--- src/rtl/dmem_arb_pkg.sv ---
// Shared constants for the DataMemory two-port arbiter: FSM encoding,
// default widths and requester indices.
package dmem_arb_pkg;

    localparam int ADDR_W_DEF = 16;
    localparam int DATA_W_DEF = 16;

    localparam logic [1:0] IDLE   = 2'd0;
    localparam logic [1:0] ACCESS = 2'd1;
    localparam logic [1:0] DONE   = 2'd2;

    localparam int REQ_DP  = 0;
    localparam int REQ_DBG = 1;

endpackage

--- src/rtl/rr_arb2.sv ---
// Combinational 2-way round-robin picker. On a tie the requester that was
// not granted last wins; grant is one-hot, or zero when nothing is requested.
module rr_arb2 (
    input  logic [1:0] req,
    input  logic       last_grant,
    output logic [1:0] grant,
    output logic       grant_idx
);

    always_comb begin
        grant_idx = 1'b0;
        if (req == 2'b11)
            grant_idx = ~last_grant;
        else if (req[1])
            grant_idx = 1'b1;
        grant = 2'b00;
        if (|req)
            grant[grant_idx] = 1'b1;
    end

endmodule

--- src/rtl/dmem_arbiter.sv ---
// Round-robin arbiter/sequencer sharing one single-port DataMemory between
// the datapath (r0) and the loader/debug port (r1). One access per 3 cycles.
module dmem_arbiter
    import dmem_arb_pkg::*;
#(
    parameter int ADDR_W = ADDR_W_DEF,
    parameter int DATA_W = DATA_W_DEF
) (
    input  logic              clk,
    input  logic              reset,
    input  logic              r0_req_valid,
    output logic              r0_req_ready,
    input  logic              r0_req_we,
    input  logic [ADDR_W-1:0] r0_req_addr,
    input  logic [DATA_W-1:0] r0_req_wdata,
    output logic              r0_resp_valid,
    output logic [DATA_W-1:0] r0_resp_rdata,
    input  logic              r1_req_valid,
    output logic              r1_req_ready,
    input  logic              r1_req_we,
    input  logic [ADDR_W-1:0] r1_req_addr,
    input  logic [DATA_W-1:0] r1_req_wdata,
    output logic              r1_resp_valid,
    output logic [DATA_W-1:0] r1_resp_rdata,
    output logic [ADDR_W-1:0] mem_address,
    output logic [DATA_W-1:0] mem_data_write,
    output logic              mem_memo_read,
    output logic              mem_memo_write,
    input  logic [DATA_W-1:0] mem_data_read
);

    logic [1:0]        state_q;
    logic              last_grant_q;
    logic              owner_q;
    logic              we_q;
    logic [ADDR_W-1:0] addr_q;
    logic [DATA_W-1:0] wdata_q;
    logic [DATA_W-1:0] rdata_q;
    logic [DATA_W-1:0] r0_rdata_q;
    logic [DATA_W-1:0] r1_rdata_q;
    logic              r0_vld_q;
    logic              r1_vld_q;

    logic [1:0]        grant;
    logic              grant_idx;
    logic              in_idle;
    logic              in_access;
    logic              accept;
    logic [DATA_W-1:0] rdata_d;

    rr_arb2 u_arb (
        .req        ({r1_req_valid, r0_req_valid}),
        .last_grant (last_grant_q),
        .grant      (grant),
        .grant_idx  (grant_idx)
    );

    assign in_idle   = (state_q == IDLE);
    assign in_access = (state_q == ACCESS);

    assign r0_req_ready = in_idle && grant[REQ_DP]  && !reset;
    assign r1_req_ready = in_idle && grant[REQ_DBG] && !reset;
    assign accept       = r0_req_ready || r1_req_ready;

    // Strobes are gated with reset so an aborted write never commits.
    assign mem_memo_write = in_access &&  we_q && !reset;
    assign mem_memo_read  = in_access && !we_q && !reset;
    assign mem_address    = in_access ? addr_q  : '0;
    assign mem_data_write = in_access ? wdata_q : '0;

    assign rdata_d = we_q ? '0 : mem_data_read;

    assign r0_resp_valid = r0_vld_q;
    assign r1_resp_valid = r1_vld_q;
    assign r0_resp_rdata = r0_rdata_q;
    assign r1_resp_rdata = r1_rdata_q;

    always_ff @(posedge clk) begin
        if (reset) begin
            state_q      <= IDLE;
            last_grant_q <= 1'b1;
            owner_q      <= 1'b0;
            we_q         <= 1'b0;
            addr_q       <= '0;
            wdata_q      <= '0;
            rdata_q      <= '0;
            r0_rdata_q   <= '0;
            r1_rdata_q   <= '0;
            r0_vld_q     <= 1'b0;
            r1_vld_q     <= 1'b0;
        end else begin
            r0_vld_q <= 1'b0;
            r1_vld_q <= 1'b0;
            case (state_q)
                IDLE: begin
                    if (accept) begin
                        owner_q      <= grant_idx;
                        last_grant_q <= grant_idx;
                        we_q         <= grant_idx ? r1_req_we    : r0_req_we;
                        addr_q       <= grant_idx ? r1_req_addr  : r0_req_addr;
                        wdata_q      <= grant_idx ? r1_req_wdata : r0_req_wdata;
                        state_q      <= ACCESS;
                    end
                end
                ACCESS: begin
                    // Response regs load alongside rdata_q so DONE shows it directly.
                    rdata_q <= rdata_d;
                    if (owner_q) begin
                        r1_rdata_q <= rdata_d;
                        r1_vld_q   <= 1'b1;
                    end else begin
                        r0_rdata_q <= rdata_d;
                        r0_vld_q   <= 1'b1;
                    end
                    state_q <= DONE;
                end
                DONE:    state_q <= IDLE;
                default: state_q <= IDLE;
            endcase
        end
    end

endmodule

--- config.mk ---
export PLATFORM = sky130hd
export DESIGN_NAME = dmem_arbiter
export DESIGN_NICKNAME = d
export VERILOG_FILES = /design/src/rtl/dmem_arb_pkg.sv /design/src/rtl/rr_arb2.sv /design/src/rtl/dmem_arbiter.sv
export SDC_FILE = /design/constraint.sdc
export NUM_CORES = 1
export LEC_CHECK = 0
export CORE_ASPECT_RATIO = 1.75
export CORE_MARGIN = 10
export CORE_UTILIZATION = 61
export DETAILED_ROUTE_END_ITERATION = 16
export DONT_BUFFER_PORTS = 1
export PLACE_DENSITY = 0.77
export SLEW_MARGIN = 20
export SYNTH_ARGS = -nofsm -noshare
export SYNTH_HDL_FRONTEND = slang
export SYNTH_SLANG_ARGS = --single-unit
--- constraint.sdc ---
create_clock -name clk -period 2.64 [get_ports clk]
set_input_delay 0.528 -clock clk [delete_from_list [all_inputs] [get_ports clk]]
set_output_delay 0.528 -clock clk [all_outputs]
set_load 0.01 [all_outputs]
==> qor.yml <==
cts_buffers: 9
seq_area_frac_synth_pct: 41.6
crit_type: "flop to primary output"
hp-class: "primary input to flop"
cts_tree: "built"
critPathArrivalTime_ns: 1.71
path_cells: "nor2b_2, buf_4, and2_1"
ys.warnings.count: 0
post_cts_buffers: 0
start_util_pct: 62.2
fillers: 527
power.internal_w: 0.00165
power_density_nw_per_um2: 667
gp_congestion: 0.840
postSynthCellCount: 419
grt-ovfl-total: 0
grt_pass1_wl_um: 15400
hold_violations: 0
timing.fmax_ghz: 0.446
first_pass_iters: 4
area_delta_synth_final_pct: 2.27
drt-initial-drc-count: 193
drt.antenna.violating_nets: 0
core_um2: 5500
dpl.hpwl_um: 6790
p_leak_nw: 1.14
wl_per_cell_um: 20.5
vias: 2893
setup_tns_ns: 0
outcome: "completed"
clk_latency_ns: 0.34
rows: 36
grt_max_degree: 75
crit_slowest_cell: "dfxtp_1"
holdBufCountCts: 0
antenna_found_initial: 0
die_h_um: 119
setup_viol: 0
yosys_register_bits: 71
period_minus_slack_ns: 2.24
layout-drive-gt1-share_pct: 12.9
synth_nets: 505
p_comb_share_pct: 16.0
synth_cell_type_count: 25
p_sw_w: 0.000680
clkSinkCount: 71
routed_wl_um: 9670
crit_path_start_kind: "flop"
antenna_cells: 0
required_ns: 2.11
syn_area_um2: 3420
io_pins: 156
cp_slowest_stage_delay_ns: 0.45
clock_skew_ns: 0.00420
max_cap_violations: 0
clkTransAtPathRegs_ns: 0.07
htree_levels: 3
clockBufferDepth: 2
sw_frac_of_total_pct: 29.1
final_cell_mix: "dfxtp_1, nand2_1, a21oi_1"
seqPwrFrac_pct: 52.2
vdd_drop_max_mv: 0.422
drcViolationCount: 0
yosysTopAreaCell: "dfxtp_1"
critPathMaxFanout: 22
fin_total_pwr_w: 0.00233
min_period_over_period_pct: 84.9
layout.nets: 478
yosysTopAreaCellShare_pct: 41.6
die_w_um: 76.6
rsz0062_at_grt: "no"
cts_root_buffer: "clkbuf_8"
die_area_um2: 9120
track_usage_pct: 20.6
final_common_cell: "dfxtp_1"
tightestPinTransition_ns: 0.685
postSynthAreaPerCell_um2: 8.16
worst_slew_margin_rel_pct: 54.2
via_per_inst: 6.13
io_buffers: 0
clock_power_share_pct: 31.8
cp-end-kind: "primary output"
finalMaxSlewViolations: 0
synthTopCellsByArea: "dfxtp_1, a21oi_1, a211oi_2"
grt_pass1_vias: 2862
reg2reg_slack_ns: 0.89
ctsResizeCount: 0
-- path summary, 6_finish.rpt --
path,depth (start not counted),endpoint,from
hold / removal,1,r0_resp_rdata[8],reset
hold reg to reg,2,r0_resp_rdata[8],r0_resp_rdata[8]
setup reg to reg,4,wdata_q[3],state_q[1]
setup / recovery,3,mem_address[13],state_q[0]
-- critical path: cells and delay by family, from the launching register on --
kind                   cells  cell delay (ns)
buffers and inverters      1             0.29
flip-flops                 1             0.45
AND/OR/NAND/NOR            2             0.62
-- registers in the layout, indices dropped and copies added, names as in the netlist, 2 cells and up --
register,flops
r0_resp_rdata,16
state_q,2
wdata_q,16
addr_q,16
r1_resp_rdata,16
-- cell usage after synthesis --
cell type and number:
dfxtp_1 71, nand2_1 66, a21oi_1 65, nor3_1 35, and2_1 33, nor4_1 33
clkbuf_1 23, a211oi_2 20, nor2b_1 18, buf_2 15, a211oi_1 13, buf_6 7
nor2_1 6, buf_4 2, or3b_1 2, a211o_1 1, a21o_1 1, a21oi_2 1
and3b_1 1, nand2b_1 1, nand3b_1 1, nor2_2 1, nor3b_2 1, or2_2 1
or3b_2 1
-- metal layers --
metal	global-route usage, %	up-vias	routed length [um]
li1	-	1414	-
met1	22.0	1315	3640
met2	34.8	144	4870
met3	7.91	20	893
met4	9.70	0	269
met5	0	-	0
-- power groups by stage --
stage          logic (W)  clock network (W)  registers [W]
6_report        0.000373           0.000743        0.00122
5_1_grt         0.000420           0.000802        0.00123
4_1_cts         0.000377           0.000763        0.00122
3_5_place_dp    0.000378                  0        0.00124
3_3_place_gp    0.000368                  0        0.00124
2_1_floorplan   0.000356                  0        0.00122
-- final cells by class --
type / instances / area [um2] / share of cell area, %
Clock buffer: 11 / 141 / 4.04
Timing Repair Buffer: 9 / 67.6 / 1.93
Multi-Input combinational cell: 301 / 1750 / 50.0
Tap cell: 76 / 95.1 / 2.72
Clock inverter: 4 / 22.5 / 0.644
Sequential cell: 71 / 1420 / 40.7
-- cell families after synthesis --
logic type	after synthesis	share of synthesized area, %
buf+inv	47	7.46
flops	71	41.6
compound gates	101	20.4
simple gates	200	30.6
-- per-stage QoR --
step / std cells / setup WS (ns) / cell area, um2 / util (%) / hold slack [ns]
CTS: 472 / 0.349 / 3500 / 63.6 / 0.237
global placement: 457 / 0.807 / 3330 / 60.7 / 0.489
finish: 472 / 0.399 / 3500 / 63.6 / 0.253
detailed placement: 457 / 0.735 / 3330 / 60.7 / 0.495
floorplan: 419 / 0.549 / 3420 / - / 0.481
global route: 472 / 0.241 / 3500 / 63.6 / 0.241
(Power assumes the default switching activity.)
